**src/rtl/mem_arbiter.sv**
```systemverilog
// mem_arbiter: round-robin arbiter between NUM_CORES requesters and one
// single-port data memory with a combinational read path.
//
// Each transaction runs IDLE -> ACCESS -> RESP. In IDLE a winner is chosen
// round-robin (the last winner has lowest priority). In ACCESS the winner's
// command is driven onto the memory port. In RESP a one-cycle ack goes back
// to the winner. Addresses at or above MEM_DEPTH are blocked and raise a
// sticky error flag.
//
// Ports:
//   clk, reset      single rising-edge clock, synchronous active-high reset
//   core_req/we     per-core request and write-enable (1 = write)
//   core_addr/wdata packed per-core address / write data, core i at [i*W +: W]
//   core_ack        registered one-cycle completion pulse to the winner
//   core_rdata      shared read data, valid while the winner's ack is high
//   mem_write/read  memory strobes (asserted only in ACCESS)
//   mem_address     memory address
//   mem_data_in     memory write data
//   mem_data_out    memory read data (combinational)
//   err_oob         sticky out-of-range flag, cleared only by reset
//   busy            high in ACCESS and RESP
module mem_arbiter #(
    parameter int NUM_CORES = 4,
    parameter int ADDR_W    = 16,
    parameter int DATA_W    = 16,
    parameter int MEM_DEPTH = 1001
) (
    input  logic                        clk,
    input  logic                        reset,
    input  logic [NUM_CORES-1:0]        core_req,
    input  logic [NUM_CORES-1:0]        core_we,
    input  logic [NUM_CORES*ADDR_W-1:0] core_addr,
    input  logic [NUM_CORES*DATA_W-1:0] core_wdata,
    output logic [NUM_CORES-1:0]        core_ack,
    output logic [DATA_W-1:0]           core_rdata,
    output logic                        mem_write,
    output logic                        mem_read,
    output logic [ADDR_W-1:0]           mem_address,
    output logic [DATA_W-1:0]           mem_data_in,
    input  logic [DATA_W-1:0]           mem_data_out,
    output logic                        err_oob,
    output logic                        busy
);

    localparam int PTR_W = $clog2(NUM_CORES);

    typedef enum logic [1:0] {
        S_IDLE   = 2'd0,
        S_ACCESS = 2'd1,
        S_RESP   = 2'd2
    } state_t;

    state_t                r_state;
    state_t                w_next_state;
    logic [PTR_W-1:0]      r_gnt;
    logic [PTR_W-1:0]      r_rr_ptr;
    logic [NUM_CORES-1:0]  r_ack;
    logic [DATA_W-1:0]     r_rdata;
    logic                  r_err;

    logic [ADDR_W-1:0]     w_addr_arr  [NUM_CORES];
    logic [DATA_W-1:0]     w_wdata_arr [NUM_CORES];
    logic [ADDR_W-1:0]     w_sel_addr;
    logic [DATA_W-1:0]     w_sel_wdata;
    logic                  w_sel_we;
    logic                  w_in_range;
    logic [NUM_CORES-1:0]  w_gnt_onehot;
    logic [NUM_CORES-1:0]  w_rot;
    logic [PTR_W-1:0]      w_pick;
    int                    w_off;
    int                    w_sum;

    // Unpack the flat per-core buses into arrays indexed by core number.
    always_comb begin
        for (int i = 0; i < NUM_CORES; i++) begin
            w_addr_arr[i]  = core_addr[i*ADDR_W +: ADDR_W];
            w_wdata_arr[i] = core_wdata[i*DATA_W +: DATA_W];
        end
    end

    assign w_sel_addr   = w_addr_arr[r_gnt];
    assign w_sel_wdata  = w_wdata_arr[r_gnt];
    assign w_sel_we     = core_we[r_gnt];
    assign w_in_range   = 64'(w_sel_addr) < 64'(MEM_DEPTH);
    assign w_gnt_onehot = {{(NUM_CORES-1){1'b0}}, 1'b1} << r_gnt;

    // Round-robin pick: rotate the request vector so bit 0 is core rr_ptr+1,
    // take the lowest set bit, then map the offset back to a core index.
    always_comb begin
        w_rot  = NUM_CORES'({core_req, core_req} >> (int'(r_rr_ptr) + 1));
        w_off  = 0;
        for (int i = NUM_CORES - 1; i >= 0; i--) begin
            if (w_rot[i]) begin
                w_off = i;
            end
        end
        w_sum = int'(r_rr_ptr) + 1 + w_off;
        if (w_sum >= NUM_CORES) begin
            w_sum = w_sum - NUM_CORES;
        end
        w_pick = PTR_W'(w_sum);
    end

    always_comb begin
        w_next_state = r_state;
        case (r_state)
            S_IDLE:   if (|core_req) w_next_state = S_ACCESS;
            S_ACCESS: w_next_state = S_RESP;
            S_RESP:   w_next_state = S_IDLE;
            default:  w_next_state = S_IDLE;
        endcase
    end

    // Memory port is live only in ACCESS. Gating with reset keeps a reset
    // that lands on the ACCESS cycle from committing a write at that edge.
    always_comb begin
        mem_write   = 1'b0;
        mem_read    = 1'b0;
        mem_address = '0;
        mem_data_in = '0;
        if (r_state == S_ACCESS && !reset) begin
            mem_address = w_sel_addr;
            mem_data_in = w_sel_wdata;
            mem_write   = w_sel_we & w_in_range;
            mem_read    = ~w_sel_we;
        end
    end

    always_ff @(posedge clk) begin
        if (reset) begin
            r_state <= S_IDLE;
        end else begin
            r_state <= w_next_state;
        end
    end

    always_ff @(posedge clk) begin
        if (reset) begin
            r_gnt    <= '0;
            r_rr_ptr <= PTR_W'(NUM_CORES - 1);
            r_ack    <= '0;
            r_rdata  <= '0;
            r_err    <= 1'b0;
        end else begin
            r_ack <= '0;
            case (r_state)
                S_IDLE: begin
                    if (|core_req) begin
                        r_gnt <= w_pick;
                    end
                end
                S_ACCESS: begin
                    r_ack <= w_gnt_onehot;
                    // Writes leave the read-data bus untouched.
                    if (!w_sel_we) begin
                        r_rdata <= w_in_range ? mem_data_out : '0;
                    end
                    if (!w_in_range) begin
                        r_err <= 1'b1;
                    end
                end
                S_RESP: begin
                    r_rr_ptr <= r_gnt;
                end
                default: ;
            endcase
        end
    end

    assign core_ack   = r_ack;
    assign core_rdata = r_rdata;
    assign err_oob    = r_err;
    assign busy       = (r_state != S_IDLE);

endmodule

```
**config.mk**
```make
export PLATFORM = sky130hd
export DESIGN_NAME = mem_arbiter
export DESIGN_NICKNAME = d
export VERILOG_FILES = /design/src/rtl/mem_arbiter.sv
export SDC_FILE = /design/constraint.sdc
export NUM_CORES = 1
export LEC_CHECK = 0
export ABC_CLOCK_PERIOD_IN_PS = 2300
export CAP_MARGIN = 20
export CORE_AREA = 2 2 81 83
export CTS_BUF_LIST = sky130_fd_sc_hd__clkbuf_4 sky130_fd_sc_hd__clkbuf_8
export DETAILED_ROUTE_END_ITERATION = 7
export DIE_AREA = 0 0 83 85
export DONT_BUFFER_PORTS = 1
export GPL_TIMING_DRIVEN = 0
export MAX_ROUTING_LAYER = met4
export SLEW_MARGIN = 20
export SYNTH_ARGS = -nofsm -noshare
export SYNTH_HDL_FRONTEND = slang
export SYNTH_SLANG_ARGS = --single-unit
export TNS_END_PERCENT = 5
```
**constraint.sdc**
```tcl
create_clock -name clk -period 2.3 [get_ports clk]
set_clock_uncertainty 0.15 [all_clocks]
set_input_delay 0 -clock clk [delete_from_list [all_inputs] [get_ports clk]]
set_output_delay 0 -clock clk [all_outputs]
set_load 0.05 [all_outputs]
```
==> metrics, run 1 <==
outcome=finished with violations; failing checks=setup timing; Core ar.=0.00620 sq mm; Syn Area/Cell=11.4 sq um; post-route ant nets=0; DP HPWL=5200 um; most frequent CP cell=nor3_4; initial DRC count=43; Post-synth top flop=dfxtp_1; CP delay by family, top=simple AND/OR/NAND/NOR gates; first-pass GRT wire length=10,100 um; share of the synthesized area in the top cell type=32.0%; min Tclk post-route=2430 ps; # setup viols final=18; Post-Syn Nets=341; DRT Wirelength=6450 um; RSZ-0062 raised after global routing=true; final hold vios=0; die area=0.00706 sq mm; Longest Clk Path Bufs=2; Initial Util=34.0%; design area=0.00258 sq mm; most frequent cells in the layout=mux4_2, and2_2, dfxtp_1; startpoint types=register; Crit Path Class=reg -> out; sequential-to-total area share from yosys stat=25.6%; number of global-route vias before repair=1,895; Clock Latency Late Sink=270 ps; pwr/cell area=550 mW/mm^2; CTS tree=built; Via density=6.08; Layout Nets=369; Cell Area, Synth=0.00211 sq mm; worst setup path end=mem_write; initial antenna violation count=0; number of flops mapped to enable cells by yosys=0; Post-Synthesis Cells=186; worst r2r src=r_gnt[0]; PortBufs=0; Final Worst Setup Slack=-135 ps; Area after DPL=0.00221 sq mm; CP Data Arrival Time=2280 ps; worst r2r dst=core_rdata[2]; clk slew on worst S/H paths=90 ps; Slew @ Worst Pin=929 ps; WL/cell=22.2 um; Crit. End Element=primary output; clock sinks=27; CP Depth=5; crit-path max cell delay=540 ps; GR Util All Layers=18.3%; placed instance count=263; Final GP Congestion=0.851; area leader, netlist=mux4_2; cell chain of the critical path=buf_12 > mux4_2 > nor4_4 > nor3_4 > nor3_4; max-slew violations=0; Worst Setup SP=r_gnt[0]; Synth area leaders=mux4_2, dfxtp_1, and2_1, a22o_1, mux4_1; max_cap viols=0; synthesized flop and latch total=27; Final Cycle Share=106%; crit path buf inv count=1; H-tree depth reported by CTS=1; CP max stage cell=mux4_2; die height=85 um; final total power=1.42 mW; VDD IR max=322 uV; Hold WC Path Type=in -> reg; layout cell share with drive strength beyond 1=40.8%; reg2reg setup slack=-80 ps; Site Rows=29; CP required=2150 ps; Pre-antenna DRT Iters=4; Peak Freq=0.411 GHz; Layout area overhead=22.0%; crit-path max FO=8; final core utilization=41.5%; ANT cells=0; r2r worst-path depth=7; non-filler cells, final=290; total gr overflow=0; clock buffer count from CTS=3; vias after detailed routing=1,763; cell leakage power=0.906 nW; Hold Crit Depth=4; Slew HR=37.9%; synth warn=0; top-level I/O count=210; commonest non-fill, non-tap cell in the layout=mux4_2; largest net degree at the start of global routing=15; synth unique cells=33; Remaining DRCs=0; die width=83 um; Async S/R FF share, synth=0%; clock root cell=clkbuf_8
## synthesized netlist by cell type (2+ instances only)
| cell | number |
|---|---|
| mux4_2 | 30 |
| nor2_1 | 10 |
| a22o_1 | 17 |
| dfxtp_1 | 27 |
| mux4_1 | 3 |
| o21ai_0 | 3 |
| mux2i_1 | 4 |
| and3_1 | 2 |
| or2_2 | 2 |
| buf_6 | 2 |
| buf_2 | 2 |
| nand2b_1 | 4 |
| nand2_1 | 4 |
| a21oi_1 | 2 |
| nor3_1 | 5 |
| xnor2_1 | 3 |
| o21bai_1 | 5 |
| clkbuf_1 | 10 |
| and2_1 | 32 |
| nor4_1 | 2 |
| inv_1 | 5 |
## flip-flops by register name (all words and copies together), names as in the netlist
register and count:
r_rr_ptr 2, core_ack 4, r_state 2, r_gnt 2, err_oob 1, core_rdata 16
## layer usage
metal / vias to the layer above / part of all wire (%) / track usage (%)
met5: - / 0 / -
met4: 0 / 0.34 / 2.53
met3: 2 / 8.4 / 4.57
met2: 128 / 52 / 31.9
met1: 862 / 39 / 22.0
li1: 771 / - / -
## worst min-delay path: stages
cell and delay, ps:
nor2_1 70, a32oi_1 70, xnor2_1 160, a22o_1 120
## worst min path at each step
stage	slack, ps	end	start
global route	50	r_gnt[1]	core_req[2]
CTS	40	r_gnt[1]	core_req[2]
global placement	-80	err_oob	reset
finish	30	r_gnt[1]	core_req[2]
detailed placement	-70	err_oob	reset
floorplan	-80	err_oob	reset
## power by group
part / total (mW) / switching [mW] / leakage, nW / internal, mW
sequential: 0.513 / 0.0300 / 0.220 / 0.483
combinational: 0.634 / 0.354 / 0.660 / 0.280
clock: 0.269 / 0.134 / 0.0262 / 0.136
## metrics by stage
step	hold WS, ps	setup TNS (ps)	worst slack, ps
after floorplan	-80.9	-64.0	-6.40
after global placement	-76.1	-6600	-427
after detailed placement	-74.9	-6900	-436
after CTS	42.4	-2450	-155
after global routing	52.2	-4080	-219
final	28.7	-1140	-135
## what timing repair did
action / 4_1_cts / 5_1_grt
endpoints found under the hold margin: 24 / 0
setup endpoints to repair: 47 / 47
gates cloned: 0 / 0
setup buffers: 4 / 0
pin swaps: 3 / 4
hold buffers: 19 / 0
gates resized for setup: 40 / 10
## cell families after synthesis
family | share of synthesized area (%)
simple gates | 19.1
mux | 37.6
compound gates | 11.4
flops | 25.6
buf+inv | 4.38
xor+xnor | 1.24
fa+ha+maj | 0.592
## layout make-up
type,count,area (sq um)
fill,587,3630
multi-input combinational,139,1550
sequential,27,544
timing repair buffer,23,220
tap,77,96.3
buffer,15,93.8
clock buffer,4,48.8
inverter,5,22.5
Note: power is estimated with default switching activity, not from simulation.
==> inputs of run 2 (changes only) <==
ABC_CLOCK_PERIOD_IN_PS = 2720   (was 2300)
REMOVE_ABC_BUFFERS = 1   (was unset)
clock period = 2.72 ns   (was 2.3 ns; I/O delays follow)
==> run 2 against run 1 <==
The flow now finishes without violations. Die area did not move. Critical path depth rose by 1. Register-to-register slack improved by 290 ps. Design area fell by 2.3%. Highest routed layer unchanged.
==> metrics, run 2 (synthesized netlist as in run 1, its figures left out) <==
DRT Wirelength=6830 um (+5.8%); Via density=6.09 (+0.12%); number of global-route vias before repair=1,802 (-4.9%); Pre-antenna DRT Iters=4 (unchanged); post-route ant nets=0 (unchanged); Core ar.=0.00620 sq mm (unchanged); max_cap viols=0 (unchanged); H-tree depth reported by CTS=1 (unchanged); top-level I/O count=210 (unchanged); commonest non-fill, non-tap cell in the layout=and2_1; Site Rows=29 (unchanged); Initial Util=34.0% (unchanged); clock buffer count from CTS=3 (unchanged); Sum Neg Setup Slack=0 ps (+1140 ps); max-slew violations=0 (unchanged); fillers=581 (-1.0%); die height=85 um (unchanged); initial antenna violation count=1 (+1); Hold WC Path Type=in -> reg; final hold vios=0 (unchanged); final total power=1.18 mW (-16%); Layout Nets=356 (-3.5%); # setup viols final=0 (-18); GR Util met2=29.8% (-2.1 points); clock root cell=clkbuf_8; Slew HR=37.1% (-0.72 points); CTS tree=built; clk slew on worst S/H paths=80 ps (about the same); pwr/cell area=470 mW/mm^2 (-15%); die width=83 um (unchanged); layout cell share with drive strength beyond 1=24.5% (-16 points); CP required=2770 ps (+620 ps); Peak Freq=0.398 GHz; Slew @ Worst Pin=939 ps (+10.7 ps); clock sinks=27 (unchanged); startpoint types=register; met3 Use GR=7.30% (+2.7 points); vias after detailed routing=1,692 (-4.0%); CP Data Arrival Time=2570 ps (+290 ps); register area=548 sq um (+0.69%); WL/cell=24.6 um (+10%); total gr overflow=0 (unchanged); Layout area overhead=19.2%; cell leakage power=0.860 nW (-5.1%); die area=0.00706 sq mm (unchanged); outcome=completed; largest net degree at the start of global routing=37 (+22); most frequent cells in the layout=and2_1, mux4_2, dfxtp_1; crit-path max FO=16 (+8); DP HPWL=5330 um (+2.6%); Longest Clk Path Bufs=2 (unchanged); area occupied by multi-input gates=0.00150 sq mm (-3.3%); min Tclk post-route=2510 ps; initial DRC count=47 (+9.3%); GR Util All Layers=19.6% (+1.4 points); Crit Path Class=reg -> reg; Final GP Congestion=0.940 (+10%); Final Cycle Share=92.4%; VDD IR max=325 uV (+0.92%); GR peak layer=met2; RSZ-0062 raised after global routing=false; met1 GRT Util=25.7% (+3.8 points); max reg flops=16 (unchanged); Remaining DRCs=0 (unchanged); PortBufs=0 (unchanged); Clock Latency Late Sink=260 ps (about the same); first-pass GRT wire length=10,500 um (+4.3%); Crit. End Element=register
-- run 2: worst paths after layout --
check        slack (ps)         from            end  cells after the start
min reg2reg         480  r_rr_ptr[1]    r_rr_ptr[1]                      2
max                 210     r_gnt[0]  core_rdata[5]                      6
min                  50  core_req[2]       r_gnt[1]                      4
max reg2reg         210     r_gnt[0]  core_rdata[5]                      6
-- run 2: report_power, final --
part / total [mW] / switching (mW) / internal (mW) / leakage [nW]
Combinational: 0.499 / 0.269 / 0.231 / 0.613
Sequential: 0.460 / 0.0504 / 0.409 / 0.220
Clock: 0.223 / 0.109 / 0.114 / 0.0262
-- run 2: timing repair --
| action | CTS | global route |
|---|---|---|
| endpoints found under the hold margin | 24 | 3 |
| endpoints found under the setup margin | 17 | 6 |
| gates resized for setup | 1 | 3 |
| pin swaps | 2 | 1 |
| setup buffers | 3 | 0 |
| hold buffers | 20 | 1 |
-- run 2: layer usage --
metal | up-vias | routed length, um
li1 | 753 | -
met1 | 807 | 2950
met2 | 128 | 3110
met3 | 4 | 734
met4 | 0 | 24
met5 | - | 0
-- run 2: worst max-delay path, stage by stage, from the launching register on --
cell and delay, ps:
dfxtp_4 520, mux4_1 650, nor4_2 340, nor3_2 140, nor4_4 330, buf_12 180, a22o_1 140
-- run 2: area by class of cell --
| cell class | instances | share of cell area [%] |
|---|---|---|
| well taps | 77 | 3.83 |
| clock buffers | 4 | 1.94 |
| multi-input cells | 139 | 59.5 |
| flip-flops and latches | 27 | 21.8 |
| repair buffers | 25 | 11.9 |
| diodes | 1 | 0.0994 |
| inverters | 5 | 0.895 |
-- run 2: metrics by stage --
stage	utilization, %	hold WS (ps)	worst slack, ps	instances	instance area (sq um)
2_1_floorplan	-	-80.9	-1230	171	2040
3_3_place_gp	34.4	-76.1	-1800	248	2130
3_5_place_dp	35.0	-82.5	-421	249	2170
4_1_cts	40.1	15.3	53.0	276	2490
5_1_grt	40.6	80.8	48.8	278	2520
6_report	40.6	45.9	208	278	2520
==> inputs of run 3 (changes only) <==
CELL_PAD_IN_SITES_DETAIL_PLACEMENT = 2   (was unset)
CELL_PAD_IN_SITES_GLOBAL_PLACEMENT = 2   (was unset)
CORE_AREA = 2 2 82 84   (was 2 2 81 83)
DIE_AREA = 0 0 84 86   (was 0 0 83 85)
PLACE_DENSITY_LB_ADDON = 0.1   (was unset)
==> run 3 against run 2 <==
The run now ends with hold timing left. Clock power is essentially flat. Via count shrank 1.4%. Global-route usage shrank 1.2 points. Clock-buffer cell count shrank 1.
==> metrics, run 3 (synthesized netlist as in run 1, its figures left out) <==
Remaining DRCs=0 (unchanged); design area=0.00243 sq mm (-3.4%); initial antenna violation count=0 (-1); initial DRC count=62 (+32%); layout cell share with drive strength beyond 1=24.5% (about the same); Slew HR=39.2% (+2.0 points); Site Rows=29 (unchanged); sw frac=36.6% (+0.42 points); Peak Freq=0.389 GHz (-2.2%); H-tree depth reported by CTS=1 (unchanged); reg2reg setup slack=150 ps (-60 ps); Hold EP=core_rdata[0]; clock root cell=clkbuf_8; final hold slack=-7.87 ps (-53.7 ps); Hold WC Path Type=in -> reg; pwr/cell area=470 mW/mm^2 (about the same); DRT Wirelength=6790 um (-0.54%); Hold Crit Depth=2 (-2); Crit Path Class=reg -> reg; clock buffer count from CTS=3 (unchanged); GR Util All Layers=18.4% (-1.2 points); min Tclk post-route=2570 ps (+56.2 ps); ANT cells=0 (-1); worst r2r dst=core_rdata[7]; Initial Util=33.6% (-0.39 points); number of global-route vias before repair=2,040 (+13%); DP HPWL=5470 um (+2.5%); startpoint types=register; crit-path max FO=23 (+7); Final GP Congestion=0.683 (-27%); failing checks=hold timing; Longest Clk Path Bufs=2 (unchanged); Slew @ Worst Pin=909 ps (-30.5 ps); final hold vios=4 (+4); WL/cell=24.9 um (+1.3%); total gr overflow=0 (unchanged); vias after detailed routing=1,668 (-1.4%); clock sinks=27 (unchanged); Final Cycle Share=94.4% (+2.1 points); post-route ant nets=0 (unchanged); largest net degree at the start of global routing=40 (+8.1%); outcome=finished with violations; CTS tree=built; Crit. End Element=register; most frequent cells in the layout=and2_1, mux4_2, dfxtp_1; worst r2r src=r_gnt[0]; Area after DPL=0.00216 sq mm (-0.46%); most frequent CP cell=buf_12; Net Sw Power=0.418 mW (-2.3%); commonest non-fill, non-tap cell in the layout=and2_1; CP Data Arrival Time=2630 ps (+60 ps); Layout area overhead=15.1%; Via density=6.11 (+0.39%); # setup viols final=0 (unchanged); clk slew on worst S/H paths=90 ps (about the same); die height=86 um (+1.2%); die area=0.00722 sq mm (+2.4%); Clock Latency Late Sink=270 ps (about the same); Pre-antenna DRT Iters=4 (unchanged); Int Power=0.724 mW (-4.0%); area occupied by multi-input gates=0.00149 sq mm (-0.42%); placed instance count=249 (unchanged); CP max stage cell=mux4_1; fillers=672 (+16%); die width=84 um (+1.2%); Clock power frac=19.3% (+0.4 points); PortBufs=0 (unchanged); Flop pwr share=40.3% (+1.4 points); max-slew violations=0 (unchanged); cell leakage power=0.828 nW (-3.6%); combinational share of power=40.4% (-1.8 points); HP Start=reset; crit-path max cell delay=610 ps (-40 ps); Layout Nets=352 (-1.1%); non-filler cells, final=273 (-1.8%); CP required=2780 ps (about the same); first-pass GRT wire length=10,300 um (-1.6%); RSZ-0062 raised after global routing=false; Core ar.=0.00628 sq mm (+1.2%); max_cap viols=0 (unchanged); VDD IR max=286 uV (-12%); r2r worst-path depth=7 (+1); max reg flops=16 (unchanged); cell chain of the critical path=buf_12 > mux4_1 > nor4_1 > nor3_2 > nor4_4 > buf_12 > a22o_1; register area=548 sq um (unchanged); top-level I/O count=210 (unchanged)
==> run 3: cell count changes in the layout (fill, tap and decap cells not counted), sizes merged <==
cell / before / now
diode: 1 / 0
dlygate4sd3: 21 / 17
clkbuf: 4 / 3
clkinv: 0 / 1
==> run 3: cell type report <==
type,count,share of cell area (%)
Multi-Input combinational cell,139,61.4
Sequential cell,27,22.5
Timing Repair Buffer,21,9.26
Tap cell,77,3.96
Clock buffer,3,1.70
Inverter,5,0.926
Clock inverter,1,0.206
==> run 3: repair_timing <==
item	CTS	global route
pin swaps	2	0
gates resized for setup	3	1
setup buffers	3	0
hold buffers	17	0
endpoints found under the setup margin	18	1
hold endpoints to repair	24	0
==> run 3: per-stage QoR <==
stage | setup TNS [ps] | power [mW] | setup slack, ps | util (%) | hold slack [ps]
detailed placement | -9510 | 0.908 | -592 | 34.4 | -76.4
global route | 0 | 1.21 | 20.8 | 38.7 | 9.69
CTS | 0 | 1.16 | 4.02 | 38.6 | 4.26
finish | 0 | 1.14 | 151 | 38.7 | -7.87
global placement | -34670 | 0.888 | -1740 | 34.0 | -75.4
floorplan | -15590 | 0.839 | -1230 | - | -80.9
==> run 3: worst max path at each step <==
| stage | startpoint | endpoint | slack (ps) |
|---|---|---|---|
| CTS | r_state[1] | mem_write | 4 |
| floorplan | r_gnt[0] | mem_write | -1230 |
| finish | r_gnt[0] | core_rdata[7] | 150 |
| global placement | r_gnt[0] | mem_write | -1740 |
| global route | r_gnt[0] | core_rdata[13] | 20 |
| detailed placement | r_gnt[0] | core_rdata[13] | -590 |
==> run 3: layer usage <==
metal	vias to the layer above	part of all wire [%]	global-route usage, %
li1	741	-	-
met1	818	33	19.3
met2	101	59	36.4
met3	8	5.7	2.12
met4	0	1.8	5.13
met5	-	0	-
==> run 3: worst max-delay path, delay by kind of cell, from the launching register on <==
| kind | cells | cell delay [ps] |
|---|---|---|
| mux | 1 | 610 |
| simple gates | 3 | 860 |
| flops | 1 | 370 |
| buf+inv | 2 | 370 |
| compound gates | 1 | 140 |
==> run 3: power groups by stage <==
stage	clock network [mW]	registers, mW	logic (mW)
2_1_floorplan	0	0.485	0.354
3_3_place_gp	0	0.500	0.389
3_5_place_dp	0	0.486	0.422
4_1_cts	0.232	0.461	0.466
5_1_grt	0.248	0.465	0.498
6_report	0.221	0.460	0.461
